===== src/rtl/pwm_pkg.sv =====
// Shared constants and state encoding for the PWM capture block and its duty divider.
package pwm_pkg;

    localparam int CNT_W_DEFAULT   = 20;
    localparam int TIMEOUT_DEFAULT = 600000;
    localparam int DUTY_W          = 8;
    localparam int DIV_CYCLES      = 8;

    typedef enum logic [1:0] {
        IDLE,
        HIGH,
        LOW,
        STUCK
    } state_t;

endpackage


===== src/rtl/pwm_duty_div.sv =====
// Restoring divider producing floor(num*256/den), one quotient bit per cycle.
module pwm_duty_div
    import pwm_pkg::*;
#(
    parameter int CNT_W = CNT_W_DEFAULT
) (
    input  logic              clki,
    input  logic              rst_n,
    input  logic              start,
    input  logic              abort,
    input  logic [CNT_W-1:0]  num,
    input  logic [CNT_W-1:0]  den,
    output logic              busy,
    output logic              done,
    output logic [DUTY_W-1:0] quo
);

    localparam logic [3:0] ITER_LAST = 4'(DIV_CYCLES - 1);
    localparam logic [3:0] ITER_END  = 4'(DIV_CYCLES);

    logic [CNT_W-1:0]  rem;
    logic [CNT_W-1:0]  den_r;
    logic [DUTY_W-1:0] q;
    logic [3:0]        iter;
    logic [CNT_W:0]    shifted;
    logic              take;
    logic [CNT_W-1:0]  rem_next;
    logic [DUTY_W-1:0] q_next;

    // num < den always, so the remainder stays below den and fits in CNT_W bits
    always_comb begin
        shifted  = {rem, 1'b0};
        take     = (shifted >= {1'b0, den_r});
        rem_next = take ? (shifted[CNT_W-1:0] - den_r) : shifted[CNT_W-1:0];
        q_next   = {q[DUTY_W-2:0], take};
    end

    // busy spans the load cycle through the done cycle so a back-to-back start is refused
    always_ff @(posedge clki or negedge rst_n) begin
        if (!rst_n) begin
            busy  <= 1'b0;
            done  <= 1'b0;
            iter  <= '0;
            rem   <= '0;
            den_r <= '0;
            q     <= '0;
            quo   <= '0;
        end else begin
            done <= 1'b0;
            if (abort) begin
                busy <= 1'b0;
                iter <= '0;
            end else if (busy) begin
                if (iter == ITER_END) begin
                    busy <= 1'b0;
                end else begin
                    rem  <= rem_next;
                    q    <= q_next;
                    iter <= iter + 4'd1;
                    if (iter == ITER_LAST) begin
                        done <= 1'b1;
                        quo  <= q_next;
                    end
                end
            end else if (start) begin
                rem   <= num;
                den_r <= den;
                q     <= '0;
                iter  <= '0;
                busy  <= 1'b1;
            end
        end
    end

endmodule


===== src/rtl/pwm_capture.sv =====
// Measures period, high time and 8-bit duty of an asynchronous PWM input,
// flagging a stuck input and measurements lost while the divider is busy.
module pwm_capture
    import pwm_pkg::*;
#(
    parameter int CNT_W       = CNT_W_DEFAULT,
    parameter int TIMEOUT     = TIMEOUT_DEFAULT,
    parameter int SYNC_STAGES = 2
) (
    input  logic              clki,
    input  logic              rst_n,
    input  logic              pwm_in,
    input  logic              enable,
    output logic [CNT_W-1:0]  period,
    output logic [CNT_W-1:0]  high_time,
    output logic [DUTY_W-1:0] duty,
    output logic              valid,
    output logic              stuck,
    output logic              stuck_level,
    output logic              overrun
);

    localparam logic [CNT_W-1:0] TMO = CNT_W'(TIMEOUT);

    state_t              state, next_state;
    logic [SYNC_STAGES-1:0] sync_q;
    logic                s, s_d, rise, fall;
    logic [CNT_W-1:0]    cnt, idle_cnt, hi_lat;
    logic [CNT_W-1:0]    pend_period, pend_high;
    logic                timeout, handoff, to_stuck, leave_stuck;
    logic                div_busy, div_done;
    logic [DUTY_W-1:0]   div_quo;

    assign s           = sync_q[SYNC_STAGES-1];
    assign rise        = s & ~s_d;
    assign fall        = ~s & s_d;
    assign timeout     = (idle_cnt == TMO);
    assign leave_stuck = (state == STUCK) && (next_state != STUCK);

    always_ff @(posedge clki or negedge rst_n) begin
        if (!rst_n) begin
            sync_q <= '0;
            s_d    <= 1'b0;
        end else begin
            sync_q <= {sync_q[SYNC_STAGES-2:0], pwm_in};
            s_d    <= s;
        end
    end

    always_ff @(posedge clki or negedge rst_n) begin
        if (!rst_n) begin
            state <= IDLE;
        end else begin
            state <= next_state;
        end
    end

    // Edges take priority over the timeout, so a rise in LOW is always a measurement
    always_comb begin
        next_state = state;
        handoff    = 1'b0;
        to_stuck   = 1'b0;
        if (!enable) begin
            next_state = IDLE;
        end else begin
            case (state)
                IDLE: if (rise) next_state = HIGH;
                HIGH: begin
                    if (fall) begin
                        next_state = LOW;
                    end else if (timeout) begin
                        next_state = STUCK;
                        to_stuck   = 1'b1;
                    end
                end
                LOW: begin
                    if (rise) begin
                        next_state = HIGH;
                        handoff    = 1'b1;
                    end else if (timeout) begin
                        next_state = STUCK;
                        to_stuck   = 1'b1;
                    end
                end
                STUCK: begin
                    if (rise)      next_state = HIGH;
                    else if (fall) next_state = IDLE;
                end
                default: next_state = IDLE;
            endcase
        end
    end

    always_ff @(posedge clki or negedge rst_n) begin
        if (!rst_n) begin
            cnt      <= '0;
            idle_cnt <= '0;
            hi_lat   <= '0;
        end else if (!enable) begin
            cnt      <= '0;
            idle_cnt <= '0;
        end else begin
            cnt      <= rise ? CNT_W'(1) : ((cnt == TMO) ? cnt : cnt + 1'b1);
            idle_cnt <= (rise | fall) ? CNT_W'(1) : (timeout ? idle_cnt : idle_cnt + 1'b1);
            if (state == HIGH && fall) hi_lat <= cnt;
        end
    end

    pwm_duty_div #(.CNT_W(CNT_W)) u_div (
        .clki  (clki),
        .rst_n (rst_n),
        .start (handoff),
        .abort (~enable),
        .num   (hi_lat),
        .den   (cnt),
        .busy  (div_busy),
        .done  (div_done),
        .quo   (div_quo)
    );

    // A stuck entry overrides duty after any coincident divider result
    always_ff @(posedge clki or negedge rst_n) begin
        if (!rst_n) begin
            period      <= '0;
            high_time   <= '0;
            duty        <= '0;
            valid       <= 1'b0;
            stuck       <= 1'b0;
            stuck_level <= 1'b0;
            overrun     <= 1'b0;
            pend_period <= '0;
            pend_high   <= '0;
        end else begin
            valid <= 1'b0;
            if (!enable) begin
                stuck       <= 1'b0;
                stuck_level <= 1'b0;
                overrun     <= 1'b0;
            end else begin
                if (handoff) begin
                    if (div_busy) begin
                        overrun <= 1'b1;
                    end else begin
                        pend_period <= cnt;
                        pend_high   <= hi_lat;
                    end
                end
                if (div_done) begin
                    period    <= pend_period;
                    high_time <= pend_high;
                    duty      <= div_quo;
                    valid     <= 1'b1;
                end
                if (to_stuck) begin
                    stuck       <= 1'b1;
                    stuck_level <= s;
                    duty        <= {DUTY_W{s}};
                    valid       <= 1'b1;
                end else if (leave_stuck) begin
                    stuck       <= 1'b0;
                    stuck_level <= 1'b0;
                end
            end
        end
    end

endmodule


===== config.mk =====
export PLATFORM = sky130hd
export DESIGN_NAME = pwm_capture
export DESIGN_NICKNAME = d
export VERILOG_FILES = /design/src/rtl/pwm_pkg.sv /design/src/rtl/pwm_duty_div.sv /design/src/rtl/pwm_capture.sv
export SDC_FILE = /design/constraint.sdc
export NUM_CORES = 1
export LEC_CHECK = 0
export BUFFER_PORTS_ARGS = -buffer_cell sky130_fd_sc_hd__buf_2
export CAP_MARGIN = 20
export CORE_ASPECT_RATIO = 1.2
export CORE_UTILIZATION = 45
export DETAILED_ROUTE_END_ITERATION = 10
export PLACE_DENSITY = 0.6
export RECOVER_POWER = 50
export SYNTH_ARGS = -nofsm -noshare
export SYNTH_HDL_FRONTEND = slang
export SYNTH_SLANG_ARGS = --single-unit

===== constraint.sdc =====
create_clock -name clki -period 3 [get_ports clki]
set_input_delay 0.6 -clock clki [delete_from_list [all_inputs] [get_ports clki]]
set_output_delay 0.6 -clock clki [all_outputs]
set_load 0.1 [all_outputs]

==> run_results.csv, run 1 <==
group,metric,value,unit
status,status,"complete, but fails checks",
status,violations,"max-capacitance violations, max-slew violations",
clock_tree,clockBufferDepth,2,
synthesis,avgSynthCellArea,9.94,um2
clock_tree,cts_tree,"yes",
synthesis,synth_cells,964,
synthesis,ys.flop_type,"dfrtp_1",
finish,final_common_cell,"dfrtp_1",
worst_hold_path,hold_end,"sync_q[0]$_DFF_PN0_",
worst_setup_path,critical_path.endpoint_type,"flip-flop",
drt,wl_per_cell,16.5,um
finish,final_cells,1303,
flow_run,drv_cap,1,
sta,tightest_slew,1.92,ns
sta,layout_setup_ws,0.325,ns
placement,hpwl,15.4,mm
sta,finalHoldViolations,0,
drt,firstDrtPassIters,5,
sta,slew_viol_final,78,
global_route,grt_pass1_vias,7144,
synthesis,yosysSeqAreaShare,51.7,%
synthesis,synth-async-reset-ratio,100,%
synthesis,synth.ff_latch_count,198,
die,start_util,45.9,%
finish,layout_common_cells,"dfrtp_1, nand2_1, o21ai_0, nor2_1, buf_2",
worst_setup_path,r2r_setup_slack,0.33,ns
synthesis,yosysUniqueCellTypes,68,
worst_setup_path,r2r_start,"u_div.rem[7]$_DFFE_PN0P_",
clock_tree,clkSinkCount,198,
global_route,grt_usage,21.2,%
finish,layout-area-overhead-vs-synth,12.0,%
synthesis,syn_area,0.00959,mm2
worst_hold_path,hold-path-cell-count,1,
clock_tree,htree_num_levels,4,
worst_setup_path,rr_worst_depth,9,
finish,drive_above_1_share,16.3,%
worst_setup_path,startpoint_type,"flip-flop",
die,die_area,0.0219,mm2
clock_tree,cts_made_buffers,17,
placement,gp_congestion,0.857,
worst_hold_path,hold_class,"in2reg",
die,core_area,0.0209,mm2
clock_tree,clockRootBuffer,"clkbuf_16",
global_route,grt_start_max_net_pins,78,
clock_tree,clk_pin_slew,0.07,ns
clock_tree,postCtsHoldBufs,0,
die,die_h,162,um
sta,setup_tns,0,ns
power,p_leak,5.34,nW
power,power_density,485,mW/mm2
synthesis,syn-num-nets,1001,
finish,postLayoutCellArea,0.0107,mm2
power,peakVddDrop,0.376,mV
worst_setup_path,reg2reg_to,"u_div.rem[14]$_DFFE_PN0P_",
worst_setup_path,required,3.35,ns
worst_hold_path,hp-start,"pwm_in",
worst_setup_path,arrival,3.03,ns
sta,finalClockSkew,0.0164,ns
sta,fin_crit_sh,89.2,%
worst_setup_path,crit_fanout,7,
die,die-width,135,um
drt,vias,6975,
finish,fin_nets,1057,
global_route,grt_pass1_wl,36.2,mm
drt,first_iter_violations,328,
synthesis,synth_edf_count,0,
sta,period_minus_slack,2.67,ns
finish,diodes,0,
placement,dp_cells,1271,
worst_setup_path,critical_path_class,"reg2reg",
clock_tree,clkLatencyLatePin,0.43,ns
sta,rsz0062_at_grt,"false",
synthesis,synth-warning-count,0,
sta,setup_viol,0,
clock_tree,post-cts-setup-buffer-count,0,
global_route,antenna_found_initial,0,
drt,drc_errors,0,
sta,maxSlewHeadroom,-28.1,%
drt,drtAntennaViolNets,0,
placement,portBuffers,55,
die,rows,58,
placement,placed_area,0.0102,mm2
placement,post-place-ws,0.370,ns
die,ios,56,
sta,timing.fmax,374,MHz
drt,drt_wl_total,21.5,mm
global_route,grt_overflow_total,0,
clock_tree,post_cts_resized,0,
drt,vias_per_cell,5.35,
## layer usage
layer | share of wire [%] | GRT usage (%) | vias to the layer above
met3 | 2.8 | 3.56 | 19
li1 | - | - | 3402
met2 | 50 | 36.2 | 108
met5 | 0 | 0 | -
met1 | 46 | 27.5 | 3446
met4 | 1.6 | 5.82 | 0
## critical path, cell delays in order, from the launching register on
cell	delay, ns
dfrtp_1	0.42
ha_1	0.37
a21oi_2	0.22
o211ai_1	0.28
a2111oi_2	0.37
o21ai_1	0.21
a21oi_2	0.26
buf_4	0.20
a21oi_1	0.08
a21oi_1	0.18
## synthesized netlist by cell type, types with 5 or more instances
| master | n | area (um2) |
|---|---|---|
| o21a_1 | 5 | 37.5 |
| a211oi_1 | 5 | 37.5 |
| mux2_2 | 38 | 428 |
| nor2b_1 | 11 | 68.8 |
| inv_1 | 41 | 154 |
| nand3_1 | 35 | 175 |
| xnor2_1 | 14 | 123 |
| dfrtp_1 | 198 | 4950 |
| xor2_1 | 34 | 298 |
| and3_1 | 9 | 56.3 |
| nor2_1 | 64 | 240 |
| o211ai_1 | 15 | 113 |
| nand4_1 | 9 | 56.3 |
| a21oi_1 | 39 | 195 |
| clkbuf_1 | 23 | 86.3 |
| mux2i_1 | 13 | 130 |
| buf_2 | 5 | 25.0 |
| nand2b_1 | 6 | 37.5 |
| o21ai_0 | 77 | 385 |
| or3_1 | 7 | 43.8 |
| nand2_1 | 190 | 713 |
| ha_1 | 32 | 400 |
| and2_1 | 7 | 43.8 |
| a31oi_1 | 10 | 62.6 |
## logic make-up (layout without fill, tap and decap cells)
group,after synthesis,after routing,share of synthesized area (%)
simple gates,369,369,17.7
xor+xnor,48,48,4.39
flops,198,198,51.7
fa+ha+maj,33,33,4.39
buf+inv,80,149,3.84
compound gates,185,185,12.2
mux,51,51,5.82
## flip-flops by register name, summed over array words and instances, names as in the netlist, 2 cells and up
name         cells
u_div.iter       4
sync_q           2
duty             8
idle_cnt        20
state            2
u_div.rem       20
pend_high       20
u_div.quo        8
cnt             20
u_div.den_r     20
u_div.q          7
hi_lat          20
high_time       20
period          20
## through the flow
step	util [%]	hold WS (ns)	power (mW)
detailed placement	48.7	0.347	2.96
global route	51.4	0.259	5.40
global placement	48.7	0.362	2.96
floorplan	-	0.304	2.86
CTS	51.7	0.218	5.28
finish	51.4	0.284	5.20
## power by group
group / switching [mW] / internal, mW
clock network: 1.11 / 1.20
registers: 0.0180 / 2.69
logic: 0.150 / 0.0398
total: 1.28 / 3.93
## how the worst max path moves through the flow
stage	start	to	slack [ns]	cells past startpoint
global route	u_div.den_r[8]$_DFFE_PN0P_	u_div.rem[14]$_DFFE_PN0P_	0.12	10
detailed placement	u_div.rem[7]$_DFFE_PN0P_	u_div.rem[14]$_DFFE_PN0P_	0.37	9
finish	u_div.rem[7]$_DFFE_PN0P_	u_div.rem[14]$_DFFE_PN0P_	0.33	9
floorplan	u_div.rem[17]$_DFFE_PN0P_	u_div.rem[9]$_DFFE_PN0P_	0.62	9
CTS	u_div.rem[7]$_DFFE_PN0P_	u_div.rem[12]$_DFFE_PN0P_	0.34	9
global placement	u_div.rem[7]$_DFFE_PN0P_	u_div.rem[14]$_DFFE_PN0P_	0.37	9
## layout make-up
cell class | instances | area [um2]
well taps | 270 | 338
repair buffers | 75 | 412
flip-flops and latches | 198 | 4950
clock buffers | 17 | 425
clock inverters | 15 | 181
fillers | 1926 | 10200
multi-input cells | 686 | 4270
inverters | 42 | 158
No activity file was read; power rests on OpenSTA's default activity.
==> run 2, diff against run 1 <==
==> constraint.sdc (replaced) <==
create_clock -name clki -period 3 [get_ports clki]
set_input_delay 0.15 -clock clki [delete_from_list [all_inputs] [get_ports clki]]
set_output_delay 0.15 -clock clki [all_outputs]
set_load 0.1 [all_outputs]
==> run 2 against run 1 <==
Against the previous run: the run still ends with max-capacitance violations, max-slew violations left; non-clock buffer count is 1 higher; register-to-register slack better by 0.04 ns; via count is 0.17% lower; critical path type unchanged; critical endpoint is now u_div.rem[18]$_DFFE_PN0P_.
==> run_results.csv, run 2 (same netlist as run 1, synthesis figures left out) <==
group,metric,value,unit
global_route,grt_pass1_vias,6876,
placement,hpwl,15.3,mm
drt,firstDrtPassIters,4,
sta,finalHoldViolations,0,
die,rows,58,
drt,vias_per_cell,5.34,
sta,maxSlewHeadroom,-62.5,%
worst_setup_path,critical_path.endpoint_type,"flip-flop",
status,violations,"max-capacitance violations, max-slew violations",
power,total_power,5.10,mW
clock_tree,cts_made_buffers,17,
clock_tree,htree_num_levels,4,
power,p_leak,5.23,nW
placement,placed_area,0.0102,mm2
finish,final_util,51.2,%
sta,setup_viol,0,
placement,gp_congestion,0.841,
global_route,grt_usage,21.2,%
global_route,grt_start_max_net_pins,94,
worst_setup_path,required,3.35,ns
clock_tree,clkLatencyLatePin,0.44,ns
finish,fill_cells,1967,
worst_hold_path,hold_class,"in2reg",
power,power_density,476,mW/mm2
finish,postLayoutCellArea,0.0107,mm2
global_route,antenna_found_initial,0,
global_route,grt-busiest-layer,"met2",
drt,drt_wl_total,21.8,mm
drt,drc_errors,0,
finish,drive_above_1_share,13.7,%
die,core_area,0.0209,mm2
clock_tree,clkSinkCount,198,
global_route,grt_overflow_total,0,
sta,rsz0062_at_grt,"false",
power,peakVddDrop,0.349,mV
finish,layout-area-overhead-vs-synth,11.6,%
sta,timing.fmax,380,MHz
drt,wl_per_cell,16.7,um
global_route,grt_pass1_wl,35.8,mm
clock_tree,clk_pin_slew,0.07,ns
clock_tree,clockBufferDepth,2,
die,die_h,162,um
clock_tree,post_cts_resized,0,
drt,first_iter_violations,301,
finish,final_common_cell,"dfrtp_1",
clock_tree,post-cts-setup-buffer-count,0,
die,start_util,45.9,%
worst_setup_path,arrival,2.98,ns
placement,portBuffers,55,
die,die-width,135,um
sta,period_minus_slack,2.63,ns
finish,diodes,0,
sta,setup_tns,0,ns
clock_tree,cts_tree,"yes",
global_route,grtUsageMet3,3.53,%
sta,tightest_slew,2.44,ns
worst_setup_path,startpoint_type,"flip-flop",
global_route,met1_usage,27.5,%
worst_setup_path,crit_fanout,11,
global_route,globalRouteMet2Util,36.2,%
die,die_area,0.0219,mm2
worst_setup_path,critical_path_class,"reg2reg",
drt,vias,6963,
die,ios,56,
sta,finalClockSkew,0.0141,ns
drt,drtAntennaViolNets,0,
finish,fin_nets,1058,
status,status,"complete, but fails checks",
sta,fin_crit_sh,87.7,%
clock_tree,clockRootBuffer,"clkbuf_16",
finish,layout_common_cells,"dfrtp_1, nand2_1, o21ai_0, nor2_1, inv_1",
sta,slew_viol_final,93,
sta,timing.hold.ws,0.0967,ns
flow_run,drv_cap,1,
[run 2: path summary, 6_finish.rpt]
| check | cells after the start | to | from | slack [ns] |
|---|---|---|---|---|
| worst max-delay path | 10 | u_div.rem[18]$_DFFE_PN0P_ | state[0]$_DFF_PN0_ | 0.37 |
| worst min-delay path | 2 | state[0]$_DFF_PN0_ | enable | 0.1 |
| worst max register to register | 10 | u_div.rem[18]$_DFFE_PN0P_ | state[0]$_DFF_PN0_ | 0.37 |
| worst min register to register | 0 | sync_q[1]$_DFF_PN0_ | sync_q[0]$_DFF_PN0_ | 0.37 |
| max in group asynchronous | 2 | pend_high[12]$_DFFE_PN0P_ | rst_n | 0.56 |
| min in group asynchronous | 2 | idle_cnt[6]$_DFFE_PN0P_ | rst_n | 0.97 |
[run 2: layout make-up]
cell class              instances  area, um2  share of cell area, %
flip-flops and latches        198       4950                   46.3
multi-input cells             686       4270                   39.9
clock buffers                  17        425                   3.98
repair buffers                 76        415                   3.88
well taps                     270        338                   3.16
inverters                      42        158                   1.47
clock inverters                15        140                   1.31
[run 2: report_power, final]
part           switching [mW]  internal, mW
sequential             0.0186          2.69
clock                    1.09          1.10
combinational           0.151        0.0436
[run 2: per-stage QoR]
step | worst slack (ns) | cells
3_5_place_dp | 0.401 | 1270
2_1_floorplan | 0.621 | 964
5_1_grt | 0.0598 | 1304
6_report | 0.369 | 1304
4_1_cts | 0.363 | 1304
3_3_place_gp | 0.397 | 1270
[run 2: layer usage]
| layer | vias to the layer above | part of all wire [%] | routed length (um) |
|---|---|---|---|
| li1 | 3428 | - | - |
| met1 | 3424 | 46 | 10000 |
| met2 | 93 | 50 | 10800 |
| met3 | 18 | 2.8 | 621 |
| met4 | 0 | 1.3 | 294 |
| met5 | - | 0 | 0 |
[run 2: critical path: stages, from the launching register on]
cell and delay [ns]:
dfrtp_1 0.42, inv_1 0.08, ha_1 0.26, nand2_1 0.14, nor2_1 0.08, and2_2 0.20, nor2_1 0.63, inv_1 0.35
o21ai_0 0.23, a31oi_1 0.06, o21ai_0 0.08
[run 2: repair_timing]
item                                    4_1_cts  5_1_grt
endpoints found under the setup margin        0        0
hold buffers                                  2        0
hold endpoints to repair                     91        0
